**config.mk**
```make
export PLATFORM = sky130hd
export DESIGN_NAME = seq_divider
export DESIGN_NICKNAME = d
export VERILOG_FILES = /design/src/rtl/divider_pkg.sv /design/src/rtl/divider_step.sv /design/src/rtl/seq_divider.sv
export SDC_FILE = /design/constraint.sdc
export NUM_CORES = 1
export LEC_CHECK = 0
export CORE_ASPECT_RATIO = 0.5
export CORE_MARGIN = 2
export CORE_UTILIZATION = 37
export DETAILED_ROUTE_END_ITERATION = 12
export DONT_BUFFER_PORTS = 1
export GPL_TIMING_DRIVEN = 0
export PLACE_DENSITY_LB_ADDON = 0.15
export REMOVE_ABC_BUFFERS = 1
export SLEW_MARGIN = 20
export SYNTH_ARGS = -nofsm -noshare
export SYNTH_HDL_FRONTEND = slang
export SYNTH_HIERARCHICAL = 1
export SYNTH_SLANG_ARGS = --single-unit
```
**constraint.sdc**
```tcl
create_clock -name clock -period 2.1 [get_ports clock]
set_clock_uncertainty 0.05 [all_clocks]
set_input_delay 0.42 -clock clock [delete_from_list [all_inputs] [get_ports clock]]
set_output_delay 0.42 -clock clock [all_outputs]
set_load 0.02 [all_outputs]
```
**src/rtl/divider_pkg.sv**
```systemverilog
// Shared definitions for the sequential restoring divider.
//   state_t        : divider FSM states
//   DEFAULT_WIDTH  : default operand/result width
//   cnt_width()    : step-counter width for a given operand width
package divider_pkg;

  typedef enum logic [1:0] {
    IDLE,
    BUSY,
    DONE
  } state_t;

  localparam int unsigned DEFAULT_WIDTH = 4;

  function automatic int unsigned cnt_width(input int unsigned width);
    return (width < 2) ? 1 : $clog2(width);
  endfunction

endpackage

```
**src/rtl/divider_step.sv**
```systemverilog
// One combinational restoring-division step.
//   rem      : current partial remainder R (WIDTH+1 bits)
//   q_msb    : quotient/dividend shift-register MSB shifted into R
//   div      : divisor D
//   rem_next : partial remainder after the trial subtraction
//   q_bit    : quotient bit produced by this step
module divider_step #(
  parameter int unsigned WIDTH = 4
) (
  input  logic [WIDTH:0]   rem,
  input  logic             q_msb,
  input  logic [WIDTH-1:0] div,
  output logic [WIDTH:0]   rem_next,
  output logic             q_bit
);

  logic [WIDTH:0]   trial;
  logic [WIDTH+1:0] diff;
  // R's top bit is always 0 between steps; only the low WIDTH bits shift up.
  logic             unused_rem_msb;

  assign unused_rem_msb = rem[WIDTH];

  always_comb begin
    trial    = {rem[WIDTH-1:0], q_msb};
    // Extra top bit of the difference is the borrow-out: set when trial < D.
    diff     = {1'b0, trial} - {2'b00, div};
    q_bit    = ~diff[WIDTH+1];
    rem_next = q_bit ? diff[WIDTH:0] : trial;
  end

endmodule

```
**src/rtl/seq_divider.sv**
```systemverilog
// Iterative restoring unsigned divider, one quotient bit per cycle.
//   clock, reset      : rising-edge clock, async active-low reset
//   io_in_valid/ready : operand handshake (io_dividend, io_divisor)
//   io_out_valid/ready: result handshake (io_quotient, io_remainder,
//                       io_divByZero)
// A zero divisor yields quotient all-ones and remainder = dividend.
module seq_divider
  import divider_pkg::*;
#(
  parameter int unsigned WIDTH = DEFAULT_WIDTH
) (
  input  logic             clock,
  input  logic             reset,
  input  logic             io_in_valid,
  output logic             io_in_ready,
  input  logic [WIDTH-1:0] io_dividend,
  input  logic [WIDTH-1:0] io_divisor,
  output logic             io_out_valid,
  input  logic             io_out_ready,
  output logic [WIDTH-1:0] io_quotient,
  output logic [WIDTH-1:0] io_remainder,
  output logic             io_divByZero
);

  localparam int unsigned CW = cnt_width(WIDTH);

  state_t           state;
  logic [WIDTH-1:0] q_reg;
  logic [WIDTH-1:0] d_reg;
  logic [WIDTH:0]   r_reg;
  logic             dz_reg;
  logic [CW-1:0]    step_cnt;
  logic [WIDTH:0]   r_next;
  logic             q_bit;

  divider_step #(.WIDTH(WIDTH)) u_step (
    .rem      (r_reg),
    .q_msb    (q_reg[WIDTH-1]),
    .div      (d_reg),
    .rem_next (r_next),
    .q_bit    (q_bit)
  );

  assign io_in_ready = (state == IDLE);

  // Result outputs are a separate register stage loaded on the first DONE
  // cycle, so io_out_valid rises one edge after the FSM reaches DONE and
  // never exposes in-flight Q/R contents.
  always_ff @(posedge clock or negedge reset) begin
    if (!reset) begin
      state        <= IDLE;
      q_reg        <= '0;
      d_reg        <= '0;
      r_reg        <= '0;
      dz_reg       <= 1'b0;
      step_cnt     <= '0;
      io_out_valid <= 1'b0;
      io_quotient  <= '0;
      io_remainder <= '0;
      io_divByZero <= 1'b0;
    end else begin
      case (state)
        IDLE: begin
          if (io_in_valid) begin
            d_reg    <= io_divisor;
            step_cnt <= '0;
            if (io_divisor == '0) begin
              dz_reg <= 1'b1;
              q_reg  <= '1;
              r_reg  <= {1'b0, io_dividend};
              state  <= DONE;
            end else begin
              q_reg <= io_dividend;
              r_reg <= '0;
              state <= BUSY;
            end
          end
        end
        BUSY: begin
          r_reg    <= r_next;
          q_reg    <= {q_reg[WIDTH-2:0], q_bit};
          step_cnt <= step_cnt + CW'(1);
          if (step_cnt == CW'(WIDTH - 1)) state <= DONE;
        end
        DONE: begin
          if (!io_out_valid) begin
            io_out_valid <= 1'b1;
            io_quotient  <= q_reg;
            io_remainder <= r_reg[WIDTH-1:0];
            io_divByZero <= dz_reg;
          end else if (io_out_ready) begin
            io_out_valid <= 1'b0;
            dz_reg       <= 1'b0;
            state        <= IDLE;
          end
        end
        default: state <= IDLE;
      endcase
    end
  end

endmodule

```
# Yosys cells after proc, flatten, opt, wreduce, memory -nomap -nowiden
# Cells that the tools add are included.
# op_classes
reduce_logical	9
eq_ne	8
n_bitwise	2
n_addsub	2
muxes	22
# ops
op	count
4-bit two-way mux	5
4-bit one-hot mux with 2 select lines	2
2-bit two-way mux	6
2-bit inequality test, second input constant	4
1-bit two-way mux	6
2-bit one-hot mux with 3 select lines	1
2-bit AND reduction	3
5-bit by 4-bit subtractor with 6-bit output	1
5-bit AND reduction	1
2-bit equality test, second input constant	2
4-bit logical NOT	1
2-bit one-hot mux with 2 select lines	1
4-bit AND reduction	1
2-bit nonzero test	2
2-bit by 1-bit adder with 2-bit output, second input constant	1
2-bit by 1-bit equality test with 1-bit output, second input constant	1
2-bit logical NOT	1
2-bit by 1-bit inequality test with 1-bit output, second input constant	1
1-bit NOT	2
1-bit one-hot mux with 2 select lines	1
# word_totals
ff_bits	27
output_inout_bits	11
word_cells	53

# Depth between registers and ports, before layout
# Gate-level depths: netlist of run 1.
# depth
word_depth	4
mapped_depth	8

# Hierarchy
# Netlist of run 1, hierarchy kept.
# modules_own_cells
mod	area_each_um2	cells_each	seq_area_each_um2	n_inst
seq_divider	1226.2	96	700.7	1
divider_step	247.7	27	0.0	1

# Worst setup path before layout of run 1
# Ideal clock, no wire load.
# synth_timing
kind	reg2reg
start	register q_reg[3]
end	register, netlist name r_reg[4]
setup_time_ps	121
stages_incl_launch_ff	9
arrival_ps	1914
path_slack_ps	15
required_time_ps	1929
n_path_buf	0
path_cell_list	dfrtp_1 -> inv_1 -> ha_1 -> inv_1 -> fa_1 -> a21o_1 -> a21oi_1 -> mux2_2 -> a22o_1
# synth_lines
element	line_no	source
from (decl)	seq_divider.sv:28	logic [WIDTH-1:0] q_reg;
from (signal assigned)	seq_divider.sv:73	q_reg <= io_dividend;
from (signal assigned)	seq_divider.sv:81	q_reg <= {q_reg[WIDTH-2:0], q_bit};

# Worst setup path in the final report of run 1
# layout_timing
start	register q_reg[3]
end	register r_reg[2]
# layout_via
elab_chain_cells	3
# layout_rtl
element	line_no	source
5-bit by 4-bit subtractor with 6-bit output	divider_step.sv:27	diff = {1'b0, trial} - {2'b00, div};
4-bit two-way mux	divider_step.sv:29	rem_next = q_bit ? diff[WIDTH:0] : trial;
net r_next[2]	seq_divider.sv:33	logic [WIDTH:0] r_next;
4-bit one-hot mux with 2 select lines	seq_divider.sv:62	case (state)
to (signal assigned)	seq_divider.sv:70	r_reg <= {1'b0, io_dividend};
to (signal assigned)	seq_divider.sv:80	r_reg <= r_next;
to (decl)	seq_divider.sv:30	logic [WIDTH:0] r_reg;
# The timed path passes the listed nets, and every way through them passes these cells.
# A chain may end at the register's enable or synchronous reset.

==> qor.yml, run 1 <==
worst_setup_path:
  r2r_setup_slack_ns: 0.19
  startpoint_of_the_worst_slack_reg_to_reg_timing_path: "q_reg[3]"
  worstPathCellList: "inv_1, ha_1, inv_1, fa_1, xor2_1, mux2_4, o22ai_1, a21oi_1"
  cp_startpoint: "q_reg[3]"
  cp_common_cell: "inv_1"
  cpPeakStageDelay_ns: 0.41
  required_ns: 2.19
  setup.worst_path.class: "flip-flop to flip-flop"
  crit_path_end_kind: "flip-flop"
  crit_arrival_ns: 2.00
  cpMaxStageDelayCell: "dfrtp_1"
  critPathLaunchType: "flip-flop"
  worstPathMaxFanout: 3
logic_synthesis:
  post_synth_instance_area_um2: 1410
  total_number_of_yosys_warnings: 6
  synthesis.area_per_instance_um2: 12.1
  post_synth_inst_count: 117
clock_network:
  clock_buffers_created_by_tritoncts: 3
  cts-root-to-sink-buffers: 2
  tritoncts: "built"
  cts_post_setup_buffers_inserted: 0
  worst_skew_pair.late_latency_ns: 0.28
  htree_levels: 1
  clk_root_buffer_cell: "clkbuf_8"
  postCtsResizedCells: 0
  cts_sinks: 27
  holdBufCountCts: 2
  cts.reportedPaths.clkPinSlew_ns: 0.10
sta:
  setup_viol: 0
  period_utilization: 0.912
  rsz0062_at_grt: "false"
  post-route-min-period_ns: 1.91
  final-max-slew-violation-count: 0
  timing_hold_violations_final: 0
  max-slew-margin-rel: 0.340
  tightestPinTransition_ns: 0.981
  maximum_clock_frequency_ghz: 0.522
  totalNegativeSetupSlack_ns: 0
drt:
  totalWireLength_um: 2580
  remaining_drc_errors: 0
  drt_iter0_markers: 58
  first_pass_iters: 4
  route.detailed.wl_per_inst_um: 15.2
  route.detailed.vias_per_inst: 5.05
  vias: 859
  postRouteAntennaNets: 0
global_route:
  gr-total-overflow: 0
  grt_pass1_vias: 846
  groute.usage.overall: 0.134
  grt_pass1_wl_um: 4370
  antenna_found_initial: 0
  grt_start_max_net_pins: 28
floorplan:
  core_area_um2: 3550
  design.portCount: 23
  fp_rows: 15
  die_width_um: 91.4
  die_area_um2: 4360
  initial_core_util: 0.398
  die_height_um: 47.7
placement:
  placed_cells: 164
  portBuffers: 0
  gp_routability_congestion: 0.754
  detailedPlacementHpwl_um: 1810
power_and_ir_drop:
  p_per_area_nw_per_um2: 1770
  p_leak_nw: 0.676
  peak_ir_drop_on_the_vdd_network_v: 0.000534
  p_total_mw: 2.68
final_layout:
  num-nets-final: 138
  final_cell_count_no_fill: 170
  drive_gt1_frac: 0.244
  syn2layout_area_growth_pct: 7.17
  antenna_diode_count: 0
min_path:
  hold_path_class: "input port to flip-flop"
  holdCritStartpoint: "io_dividend[3]"
flow_run:
  max-cap-violations: 0
outcome:
  run_status: "complete, no violations"
[worst max-delay path: cells and delay by family (launching register included)]
family / cells / cell delay, ns
AOI/OAI and AO/OA: 2 / 0.16
xor gates and xnor gates: 1 / 0.15
adders and majority gates: 2 / 0.59
buffers and inverters: 2 / 0.16
DFF: 1 / 0.41
muxes: 1 / 0.25
[metal layers]
| metal | up-vias | routed length (um) | GRT usage |
|---|---|---|---|
| met3 | 2 | 154 | 0.0504 |
| met2 | 16 | 1080 | 0.203 |
| li1 | 421 | - | - |
| met4 | 0 | 13 | 0.0273 |
| met1 | 420 | 1330 | 0.186 |
| met5 | - | 0 | 0 |
[layout by cell type, fill, tap and decap left out]
cell           count
mux2_2            11
ha_1               5
o31ai_4            1
clkbuf_8           3
o22ai_1            4
fa_1               1
a21oi_1            7
xor2_1             1
inv_1              5
nor3b_4            1
a22oi_1            5
nor2_1             3
o31ai_1            1
mux2i_1            1
nand2b_1           4
nor2b_4            1
o21ba_2            1
nor2_8             1
o21bai_2           1
buf_12             1
nand2_4            1
a22o_1             1
dfrtp_1           27
nor4_1             1
dlygate4sd3_1      1
nand2b_2           1
o21ai_0            7
nor2b_1            2
o21a_1             2
mux2_4             4
nand2_1           12
nor4_2             1
clkinvlp_4         1
[final timing paths]
kind,end,cells past startpoint
max in group asynchronous,io_quotient[3],2
min reg2reg,step_cnt[0],1
max reg2reg,r_reg[2],8
max,r_reg[2],8
min in group asynchronous,state[0],2
min,r_reg[3],2
[report_power, final]
part	total, mW	switching, mW	internal [mW]
Sequential	1.13	0.352	0.775
Combinational	1.24	0.583	0.657
Clock	0.310	0.175	0.135
[area by class of cell]
class / count / area (um2)
fillers: 347 / 2030
well taps: 51 / 63.8
clock buffers: 3 / 41.3
multi-input cells: 81 / 677
repair buffers: 2 / 30.0
clock inverters: 1 / 7.51
flip-flops and latches: 27 / 676
inverters: 5 / 18.8
[per-stage QoR]
step | area (um2) | hold slack [ns] | util | worst slack, ns
after floorplan | 1370 | 0.0744 | - | 0.318
after global placement | 1440 | 0.0749 | 0.405 | 0.216
after detailed placement | 1440 | 0.0748 | 0.405 | 0.200
after CTS | 1510 | 0.210 | 0.427 | 0.182
after global routing | 1510 | 0.203 | 0.427 | 0.0833
final | 1510 | 0.217 | 0.427 | 0.185
Power figures use the tool's default switching activity.
==> inputs of run 2 (changes only) <==
--- a/config.mk
+++ b/config.mk
@@ -5,6 +5,7 @@
 export SDC_FILE = /design/constraint.sdc
 export NUM_CORES = 1
 export LEC_CHECK = 0
+export ABC_AREA = 1
 export CORE_ASPECT_RATIO = 0.5
 export CORE_MARGIN = 2
 export CORE_UTILIZATION = 37
==> qor.yml, run 2 <==
power_and_ir_drop:
  clock_group_share_of_total_power: 0.111  # -0.005
  netSwitchingPower_mw: 1.27  # +15%
  internal_power_of_the_cells_mw: 1.39  # -11%
  p_comb_frac: 0.483  # +0.020
  seq_power_share: 0.406  # -0.015
  swShare: 0.478  # +0.0635
  p_per_area_nw_per_um2: 1660  # -6.1%
  p_leak_nw: 0.823  # +22%
  peak_ir_drop_on_the_vdd_network_v: 0.000401  # -25%
sta:
  setup_viol: 0  # unchanged
  timing.final.ws_setup_ns: 0.418  # +0.233 ns
  final-max-slew-violation-count: 0  # unchanged
  smallest_hold_slack_ns: 0.203  # -0.0138 ns
  tightestPinTransition_ns: 0.491  # -0.491 ns
  maximum_clock_frequency_ghz: 0.594  # +14%
  totalNegativeSetupSlack_ns: 0  # unchanged
  period_utilization: 0.801  # -0.111
  rsz0062_at_grt: "false"
  post-route-min-period_ns: 1.68  # -0.233 ns
  timing_hold_violations_final: 0  # unchanged
  max-slew-margin-rel: 0.673  # +0.332
global_route:
  antenna_found_initial: 0  # unchanged
  grt_start_max_net_pins: 28  # unchanged
  gr-total-overflow: 0  # unchanged
  groute.usage.overall: 0.144  # +0.0103
  grt_pass1_wl_um: 5160  # +18%
  grt_pass1_vias: 1123  # +33%
final_layout:
  antenna_diode_count: 0  # unchanged
  commonest_non_fill_non_tap_cell_in_the_layout: "nand2_1"
  drive_gt1_frac: 0.177  # -0.0669
  fillCellCount: 401  # +16%
  syn2layout_area_growth_pct: 7.37
  most-common-layout-cells: "56 x nand2_1, 27 x dfrtp_1, 22 x inv_1"
  num-nets-final: 200  # +45%
floorplan:
  die_width_um: 93.9  # +2.7%
  design.portCount: 23  # unchanged
  initial_core_util: 0.385  # -0.0136
  core_area_um2: 3880  # +9.5%
  die_height_um: 48.9  # +2.6%
  die_area_um2: 4590  # +5.4%
  fp_rows: 16  # +1
drt:
  route.detailed.vias_per_inst: 4.61  # -8.8%
  vias: 1083  # +26%
  postRouteAntennaNets: 0  # unchanged
  first_pass_iters: 4  # unchanged
  remaining_drc_errors: 0  # unchanged
  drt_iter0_markers: 31  # -47%
  route.detailed.wl_per_inst_um: 12.3  # -19%
  totalWireLength_um: 2880  # +12%
worst_setup_path:
  crit_arrival_ns: 1.79  # -0.21 ns
  crit_path_end_kind: "flip-flop"
  required_ns: 2.21  # +0.02 ns
  setup.worst_path.class: "flip-flop to flip-flop"
  worstPathMaxFanout: 4  # +1
  critPathLaunchType: "flip-flop"
logic_synthesis:
  synthesis.area_per_instance_um2: 8.39  # -30%
  post_synth_inst_count: 178  # +52%
  total_number_of_yosys_warnings: 6  # unchanged
  post_synth_instance_area_um2: 1490  # +5.8%
clock_network:
  tritoncts: "built"
  htree_levels: 1  # unchanged
  cts-root-to-sink-buffers: 2  # unchanged
  cts.reportedPaths.clkPinSlew_ns: 0.09  # about the same
  clk_root_buffer_cell: "clkbuf_8"
  holdBufCountCts: 2  # unchanged
  postCtsResizedCells: 0  # unchanged
  worst_skew_pair.late_latency_ns: 0.27  # about the same
  clock_buffers_created_by_tritoncts: 3  # unchanged
  cts_post_setup_buffers_inserted: 0  # unchanged
  cts_sinks: 27  # unchanged
placement:
  detailedPlacementHpwl_um: 2160  # +20%
  dp_slack_ns: 0.428  # +0.228 ns
  gp_routability_congestion: 0.779  # +3.2%
  portBuffers: 0  # unchanged
outcome:
  run_status: "complete, no violations"
flow_run:
  max-cap-violations: 0  # unchanged
min_path:
  hold_path_class: "input port to flip-flop"
==> run 2: worst paths after layout <==
kind / depth (start not counted) / start / slack, ns / endpoint
max in group asynchronous: 2 / reset / 1.30 / io_remainder[0]
min in group asynchronous: 2 / reset / 0.54 / step_cnt[0]
setup reg to reg: 9 / q_reg[3] / 0.42 / r_reg[2]
hold reg to reg: 2 / d_reg[1] / 0.44 / d_reg[1]
hold / removal: 2 / io_divisor[1] / 0.20 / d_reg[1]
setup / recovery: 9 / q_reg[3] / 0.42 / r_reg[2]
==> run 2: through the flow <==
step           instance area, um2  cells  power (mW)   util
3_3_place_gp                 1530    229        2.35  0.393
4_1_cts                      1600    235        2.70  0.413
2_1_floorplan                1460    175        2.11      -
6_report                     1600    235        2.66  0.413
3_5_place_dp                 1530    229        2.37  0.393
5_1_grt                      1600    235        2.96  0.413
==> run 2: per-layer routing <==
metal  global-route usage  share of wire  wire [um]  vias up
met1                0.186           0.50       1440      499
li1                     -              -          -      568
met2                0.240           0.45       1290       14
met5                    0              0          0        -
met4               0.0145         0.0056         16        0
met3               0.0541          0.044        127        2
==> run 2: critical path, stage by stage, from the launching register on <==
cell and delay, ns:
dfrtp_1 0.43, inv_1 0.07, ha_1 0.13, inv_1 0.06
fa_1 0.37, xor2_1 0.15, nand2_1 0.07, nand2_1 0.05
o21ai_1 0.15, a21oi_2 0.04
==> run 2: power by group through the flow <==
stage	combinational, mW	clock (mW)	sequential, mW
3_5_place_dp	1.27	0	1.10
2_1_floorplan	1.06	0	1.05
6_report	1.29	0.296	1.08
3_3_place_gp	1.25	0	1.09
5_1_grt	1.49	0.343	1.13
4_1_cts	1.30	0.318	1.09
==> run 2: cell type report <==
cell class,instances,area (um2),area share
sequential,27,676,0.421
clock buffer,3,41.3,0.0257
tap,54,67.6,0.0421
multi-input combinational,123,691,0.431
clock inverter,1,5.00,0.00312
timing repair buffer,2,30.0,0.0187
inverter,25,93.8,0.0585
